==> src/rtl/robs_pkg.sv <==
// Shared definitions for the sequential Robertson's multiplier.
//   robs_state_t : controller states (IDLE, CALC, DONE)
//   robs_cw()    : iteration counter width for a given operand width
package robs_pkg;

  typedef enum logic [1:0] {
    IDLE = 2'd0,
    CALC = 2'd1,
    DONE = 2'd2
  } robs_state_t;

  // Counter must hold WIDTH-1; never narrower than one bit.
  function automatic int robs_cw(input int width);
    return (width > 2) ? $clog2(width) : 1;
  endfunction

endpackage

==> src/rtl/robs_mult_ctrl.sv <==
// Controller for robs_mult_seq: state machine and iteration counter.
// Ports:
//   clk, reset     : rising-edge clock, asynchronous active-low reset
//   in_valid       : operation offered by the producer
//   op_zero        : one of the offered operands is zero (early exit)
//   abort          : cancel an operation in CALC
//   out_ready      : consumer takes the product
//   in_ready       : state == IDLE
//   out_valid      : state == DONE
//   busy           : state == CALC
//   load           : accept strobe, datapath latches operands
//   step           : one add/shift iteration this cycle
//   last_step      : current iteration is the final (sign-weighted) one
module robs_mult_ctrl
  import robs_pkg::*;
#(
  parameter int WIDTH = 8,
  parameter int CW    = robs_cw(WIDTH)
) (
  input  logic clk,
  input  logic reset,
  input  logic in_valid,
  input  logic op_zero,
  input  logic abort,
  input  logic out_ready,
  output logic in_ready,
  output logic out_valid,
  output logic busy,
  output logic load,
  output logic step,
  output logic last_step
);

  robs_state_t   state_q;
  logic [CW-1:0] cnt_q;

  assign in_ready  = (state_q == IDLE);
  assign busy      = (state_q == CALC);
  assign out_valid = (state_q == DONE);
  assign load      = in_ready & in_valid;
  // abort takes priority over the iteration, including the final one
  assign step      = busy & ~abort;
  assign last_step = (cnt_q == '0);

  always_ff @(posedge clk or negedge reset) begin
    if (!reset) begin
      state_q <= IDLE;
      cnt_q   <= '0;
    end else begin
      unique case (state_q)
        IDLE: begin
          if (in_valid) begin
            cnt_q   <= CW'(WIDTH - 1);
            state_q <= op_zero ? DONE : CALC;
          end
        end
        CALC: begin
          if (abort)              state_q <= IDLE;
          else if (cnt_q == '0)   state_q <= DONE;
          else                    cnt_q   <= cnt_q - CW'(1);
        end
        DONE: begin
          // IDLE is entered first, so no new operation is taken on this edge
          if (out_ready) state_q <= IDLE;
        end
        default: state_q <= IDLE;
      endcase
    end
  end

endmodule

==> src/rtl/robs_mult_seq.sv <==
// Sequential Robertson's multiplier, one multiplier bit per cycle.
// Signed (two's complement) or unsigned operands selected per operation.
// Ports:
//   clk, reset            : rising-edge clock, asynchronous active-low reset
//   in_valid / in_ready   : operand handshake (in_ready = IDLE)
//   multiplicand          : Y operand, WIDTH bits
//   multiplier            : X operand, WIDTH bits
//   is_signed             : 1 = two's complement, 0 = unsigned
//   abort                 : cancel an in-flight operation (CALC only)
//   out_valid / out_ready : product handshake (out_valid = DONE)
//   product               : {A, X}, 2*WIDTH bits
//   zero_flag             : product == 0 while out_valid
//   busy                  : iteration in progress
module robs_mult_seq
  import robs_pkg::*;
#(
  parameter int WIDTH = 8
) (
  input  logic                 clk,
  input  logic                 reset,
  input  logic                 in_valid,
  output logic                 in_ready,
  input  logic [WIDTH-1:0]     multiplicand,
  input  logic [WIDTH-1:0]     multiplier,
  input  logic                 is_signed,
  input  logic                 abort,
  output logic                 out_valid,
  input  logic                 out_ready,
  output logic [2*WIDTH-1:0]   product,
  output logic                 zero_flag,
  output logic                 busy
);

  localparam int CW = robs_cw(WIDTH);

  logic load, step, last_step, op_zero;

  logic [WIDTH-1:0] a_q, x_q, y_q;
  logic             sgn_q;

  logic [WIDTH-1:0]      addend;
  logic signed [WIDTH:0] ext_a, ext_y, sum;

  assign op_zero = (multiplicand == '0) || (multiplier == '0);

  robs_mult_ctrl #(
    .WIDTH (WIDTH),
    .CW    (CW)
  ) u_ctrl (
    .clk       (clk),
    .reset     (reset),
    .in_valid  (in_valid),
    .op_zero   (op_zero),
    .abort     (abort),
    .out_ready (out_ready),
    .in_ready  (in_ready),
    .out_valid (out_valid),
    .busy      (busy),
    .load      (load),
    .step      (step),
    .last_step (last_step)
  );

  // A +/- Y in WIDTH+1 bits. Extending by the sign (signed) or by zero
  // (unsigned) makes sum[WIDTH] the correct bit to shift into A: the carry
  // for unsigned, the sign of the partial product for signed. That is the
  // sticky sign-fill flag, and it also stays correct on the subtract step
  // (e.g. 0 - (-2^(W-1)) is positive).
  always_comb begin
    addend = x_q[0] ? y_q : '0;
    ext_a  = $signed({sgn_q & a_q[WIDTH-1], a_q});
    ext_y  = $signed({sgn_q & addend[WIDTH-1], addend});
    // The multiplier's MSB carries weight -2^(W-1) in signed mode.
    sum    = (sgn_q && last_step) ? (ext_a - ext_y) : (ext_a + ext_y);
  end

  always_ff @(posedge clk or negedge reset) begin
    if (!reset) begin
      a_q   <= '0;
      x_q   <= '0;
      y_q   <= '0;
      sgn_q <= 1'b0;
    end else if (load) begin
      y_q   <= multiplicand;
      sgn_q <= is_signed;
      a_q   <= '0;
      // A zero operand skips the iterations, so the product is already {0,0}.
      x_q   <= op_zero ? '0 : multiplier;
    end else if (step) begin
      a_q   <= sum[WIDTH:1];
      x_q   <= {sum[0], x_q[WIDTH-1:1]};
    end
  end

  assign product   = {a_q, x_q};
  assign zero_flag = out_valid && (product == '0);

endmodule

==> config.mk <==
export PLATFORM = sky130hd
export DESIGN_NAME = robs_mult_seq
export DESIGN_NICKNAME = d
export VERILOG_FILES = /design/src/rtl/robs_pkg.sv /design/src/rtl/robs_mult_ctrl.sv /design/src/rtl/robs_mult_seq.sv
export SDC_FILE = /design/constraint.sdc
export NUM_CORES = 1
export LEC_CHECK = 0
export BUFFER_PORTS_ARGS = -buffer_cell sky130_fd_sc_hd__buf_2
export CORE_ASPECT_RATIO = 0.9
export CORE_MARGIN = 3
export CORE_UTILIZATION = 39
export DETAILED_ROUTE_END_ITERATION = 8
export HOLD_SLACK_MARGIN = 0.06
export SYNTH_ARGS = -nofsm -noshare
export SYNTH_HDL_FRONTEND = slang
export SYNTH_SLANG_ARGS = --single-unit
export TNS_END_PERCENT = 30
==> constraint.sdc <==
create_clock -name clk -period 8 [get_ports clk]
set_input_delay 1.6 -clock clk [delete_from_list [all_inputs] [get_ports clk]]
set_output_delay 1.6 -clock clk [all_outputs]
set_load 0.02 [all_outputs]
==> reports/qor.txt, run 1 <==
status: completed
Die Area: 5780 um^2
initial core utilization: 41.5%
worst IR drop on VDD: 0.225 mV
Final Cycle Share: 41.8%
Seq cells post-synth: 30
RSZ-0062 raised after global routing: false
DR vias: 1677
setup violators final: 0
post_cts resized: 0
pwr dens: 488 nW/um^2
DR vias/cell: 5.38
CP Max Fanout: 17
CTS Sinks: 30
DPL Wire Length: 3.41 mm
Seq/Total Area, Yosys: 39.2%
drt drc: 0
Overflow after GRT: 0
Max Fclk: 299 MHz
area grow syn2layout: 21.1%
Routability Congestion: 0.803
CTS Hold Bufs: 0
largest net degree at the start of global routing: 31
drt pass-1 iters: 4
final worst slack: 4650 ps
Max Cap Viol: 0
WL/cell: 14.3 um
share of layout cells above drive strength 1: 23.2%
Hold Crit Class: reg -> reg
Setup TNS: 0 ps
fraction of registers with async set/reset: 100%
worst clock skew: 9.44 ps
synthesized cell area: 1910 um^2
IO Port Bufs: 41
yosys warns: 0
Synth area leaders: dfrtp_1 (39%), ha_1 (7.2%), nand2_1 (4.7%), mux2_2 (4.1%), a21oi_1 (3.4%)
Yosys cell types: 46
post-synth top area cell: dfrtp_1
Ant. Diodes: 0
Post-synth EDFFs: 0
minimum clock period: 3350 ps
H-tree levels: 2
Post-synth top cells: dfrtp_1 (30), nand2_1 (24), nor2_1 (15)
Die Y: 72.4 um
Hold WS: 463 ps
Worst Setup SP: x_q[0]
Placed Cells: 304
worst slew pin tran: 787 ps
Design Area, Final: 2320 um^2
vias in the first global route: 1651
clk_lat worst skew: 290 ps
Leak: 1.10 nW
Final Hold Fails: 0
Synth top area share: 39.2%
arrival time at the worst endpoint: 1750 ps
first-pass GRT wire length: 7.85 mm
Post-Route WL: 4.47 mm
GRT Total Usage: 17.3%
Post-Layout Cell Count: 312
Worst R2R Start: x_q[0]
worst-case clock buffer depth: 2
CP startpoint kind: flip-flop
TritonCTS Buffers: 5
Cell Rows: 23
CP Class: reg -> out
clk slew on worst S/H paths: 70 ps
worst path required time: 6400 ps
total chip power: 1.13 mW
post-layout util: 50.3%
syn_area_per_cell: 9.29 um^2
initial antenna violation count: 0
Core ar.: 4600 um^2
final-report max-slew violation count: 0
start point of the worst hold path: u_ctrl.cnt_q[0]
Area after DPL: 2170 um^2
syn_nets: 240
Die Wd: 79.8 um
most common cell in the netlist: dfrtp_1
number of setup buffers added after CTS: 0
Max-slew headroom: 47.5%
Iter 0 DRT Violations: 166
Cells after Synth: 206
CTS tree: done
Synth Flop Type: dfrtp_1
Nets: 283
pre-CTS worst setup slack: 4740 ps
number of routed nets with antenna violations: 0
Crit. End Element: output port
io pins: 42
root buffer cell: clkbuf_8
registers in the layout, indices dropped and copies added (netlist names):
name            cells
sgn_q               1
u_ctrl.cnt_q        3
a_q                 8
u_ctrl.state_q      2
x_q                 8
y_q                 8
cells in the final DEF, fill, tap and decap left out, types with 3 or more instances in the layout:
cell	netlist	layout
a222oi_1	3	3
nor2b_1	5	5
nand2b_1	6	6
nand2_1	24	24
o21ai_0	9	9
inv_1	10	10
nor2_1	15	15
nand3_1	3	3
mux2i_1	4	4
ha_1	11	11
dfrtp_1	30	30
o21ai_1	7	7
a21oi_1	13	13
buf_2	3	41
mux2_2	7	7
nor4_1	8	8
o21a_1	4	4
clkbuf_8	0	6
xnor2_1	6	6
cells by family after synthesis:
kind of cell	share of synthesized area, %
AO/OA/AOI/OAI	19.0
XOR/XNOR	3.20
adder cells (fa/ha/maj)	8.24
buffers and inverters	3.14
flip-flops	39.2
multiplexers	7.39
AND/OR/NAND/NOR	19.8
worst max-delay path, stage by stage, from the launching register on:
cell	delay (ps)
dfrtp_1	560
or4_1	580
nor3_1	120
buf_2	190
layout make-up:
cell class | count | area, um^2
Clock inverter | 2 | 60.1
Fill cell | 453 | 2290
Timing Repair Buffer | 41 | 205
Inverter | 10 | 37.5
Multi-Input combinational cell | 161 | 1100
Clock buffer | 6 | 82.6
Sequential cell | 30 | 751
Tap cell | 62 | 77.6
report_power, final:
group          leakage, nW  switching (mW)  internal [mW]
Sequential           0.362          0.0901          0.220
Combinational        0.666           0.348          0.280
Clock               0.0714          0.0595          0.133
Total                 1.10           0.498          0.633
per-layer routing:
metal	track usage [%]	up-vias	share of wire, %
li1	-	845	-
met1	24.4	786	52
met2	25.7	42	41
met3	4.96	4	5.4
met4	5.44	0	0.96
met5	0	-	0
worst paths after layout:
path	to	slack, ps	depth (start not counted)
worst max-delay path	zero_flag	4650	3
worst min-delay path	u_ctrl.cnt_q[0]	460	1
worst max register to register	a_q[5]	4930	10
worst min register to register	u_ctrl.cnt_q[0]	460	1
max in group asynchronous	y_q[6]	6210	1
min in group asynchronous	u_ctrl.state_q[1]	1340	1
Note: power is estimated with default switching activity, not from simulation.
==> run 2: changes to the inputs <==
clock period = 3.1 ns   (was 8 ns; I/O delays follow)
==> run 2 against run 1 <==
Effect of this change: global-route usage decreased by 0.34 points; clock-buffer cell count unchanged; clock power increased by 60%; setup slack got worse by 4300 ps.
==> reports/qor.txt, run 2 (synthesis results as in run 1) <==
Die Wd: 79.8 um (unchanged)
Crit. End Element: flip-flop
clk_lat worst skew: 280 ps (about the same)
R2R Setup Slk: 320 ps (-4610 ps)
initial antenna violation count: 0 (unchanged)
Worst R2R Start: y_q[3]
DPL Wire Length: 3.44 mm (+0.98%)
Iter 0 DRT Violations: 110 (-34%)
DR vias: 1687 (+0.60%)
Post-Route WL: 4.46 mm (-0.27%)
Final Cycle Share: 89.6%
CP Max Fanout: 5 (-12)
P_int: 1.47 mW (+130%)
RSZ-0062 raised after global routing: false
TritonCTS Buffers: 5 (unchanged)
NetSw: 1.27 mW (+150%)
Hold Crit Class: in -> async
Flop pwr share: 28.6% (+1.2 points)
number of routed nets with antenna violations: 0 (unchanged)
Worst Setup SP: y_q[3]
drt pass-1 iters: 4 (unchanged)
Nets: 285 (+0.71%)
Die Y: 72.4 um (unchanged)
largest net degree at the start of global routing: 31 (unchanged)
minimum clock period: 2780 ps
share of layout cells above drive strength 1: 24.0% (+0.80 points)
commonest non-fill, non-tap cell in the layout: buf_2
metal3 WL: 324 um (+34%)
CTS Hold Bufs: 0 (unchanged)
biggest regs: a_q: 8 flops, x_q: 8 flops, y_q: 8 flops
most frequent cells in the layout: buf_2 (41), dfrtp_1 (30), nand2_1 (23)
Final Hold Fails: 0 (unchanged)
Max Cap Viol: 0 (unchanged)
CTS tree: done
H-tree levels: 2 (unchanged)
number of setup buffers added after CTS: 0 (unchanged)
status: completed
drt drc: 0 (unchanged)
Core ar.: 4600 um^2 (unchanged)
post_cts resized: 0 (unchanged)
setup violators final: 0 (unchanged)
CTS Sinks: 30 (unchanged)
Max-slew headroom: 48.3% (+0.79 points)
clk slew on worst S/H paths: 60 ps (about the same)
Leak: 1.08 nW (-1.6%)
Cell Rows: 23 (unchanged)
pwr dens: 1200 nW/um^2 (+150%)
post-layout util: 49.4% (-0.87 points)
worst path required time: 3240 ps (-3160 ps)
DR vias/cell: 5.41 (+0.60%)
Max Fclk: 360 MHz
WL/cell: 14.3 um (-0.27%)
Die Area: 5780 um^2 (unchanged)
Clk pwr share: 11.2% (-5.8 points)
initial core utilization: 41.5% (unchanged)
M1 wire length: 2.21 mm (-5.6%)
combinational power share: 60.2% (+4.6 points)
first-pass GRT wire length: 7.47 mm (-4.8%)
area grow syn2layout: 19.0%
IO Port Bufs: 41 (unchanged)
vias in the first global route: 1530 (-7.3%)
CP Class: reg -> reg
arrival time at the worst endpoint: 2920 ps (+1170 ps)
worst IR drop on VDD: 0.465 mV (+110%)
Area after DPL: 2190 um^2 (+0.69%)
GRT Total Usage: 16.9% (-0.34 points)
CP startpoint kind: flip-flop
Setup TNS: 0 ps (unchanged)
total chip power: 2.74 mW (+140%)
root buffer cell: clkbuf_8
Overflow after GRT: 0 (unchanged)
worst slew pin tran: 773 ps (-13.9 ps)
Ant. Diodes: 0 (unchanged)
final-report max-slew violation count: 0 (unchanged)
worst-case clock buffer depth: 2 (unchanged)
met2 wire length: 1.86 mm (+0.54%)
worst clock skew: 7.95 ps (-1.49 ps)
Routability Congestion: 0.842 (+4.8%)
R2R cell count: 11 (+1)
io pins: 42 (unchanged)
highest metal used: met4
switch share: 46.2% (+2.2 points)
Design Area, Final: 2280 um^2 (-1.7%)
RR Endpoint: a_q[7]
[run 2: cell types whose count changed in the layout (fill, tap and decap cells not counted), sizes merged]
cell | before | now
bufinv | 2 | 0
buf | 41 | 43
[run 2: stage by stage]
| stage | std cells | hold slack [ps] | setup slack, ps |
|---|---|---|---|
| after global routing | 312 | 431 | 93.5 |
| after detailed placement | 306 | 459 | 221 |
| after global placement | 306 | 455 | 271 |
| after floorplan | 206 | 324 | 121 |
| final | 312 | 369 | 322 |
| after CTS | 312 | 399 | 206 |
[run 2: worst max path at each step]
stage,endpoint,slack [ps]
CTS,a_q[5],210
global placement,a_q[5],270
detailed placement,a_q[5],220
global route,a_q[7],90
floorplan,a_q[5],120
finish,a_q[7],320
[run 2: worst max-delay path, stage by stage, from the launching register on]
cell	delay, ps
dfrtp_1	430
or4_1	530
o21a_1	220
o31ai_4	180
xnor2_1	140
nand2_1	70
ha_1	320
a21oi_1	200
nand2_1	60
o21ai_0	250
xnor2_1	160
o21ai_1	70
[run 2: power groups by stage]
stage                     Combinational (mW)  Clock (mW)  Sequential, mW
final                                   1.65       0.307           0.782
after global routing                    1.88       0.333           0.818
after CTS                               1.66       0.317           0.781
after detailed placement                1.66           0           0.788
after global placement                  1.65           0           0.785
after floorplan                         1.19           0           0.839
[run 2: routing by layer]
metal / global-route usage [%] / vias up
li1: - / 844
met5: 0 / -
met4: 6.19 / 0
met2: 23.8 / 49
met1: 24.8 / 786
met3: 4.47 / 8
[run 2: cell type report]
| class | count | area, um^2 |
|---|---|---|
| fill | 459 | 2330 |
| multi-input combinational | 161 | 1110 |
| sequential | 30 | 751 |
| timing repair buffer | 43 | 220 |
| clock buffer | 6 | 82.6 |
| tap | 62 | 77.6 |
| inverter | 10 | 37.5 |
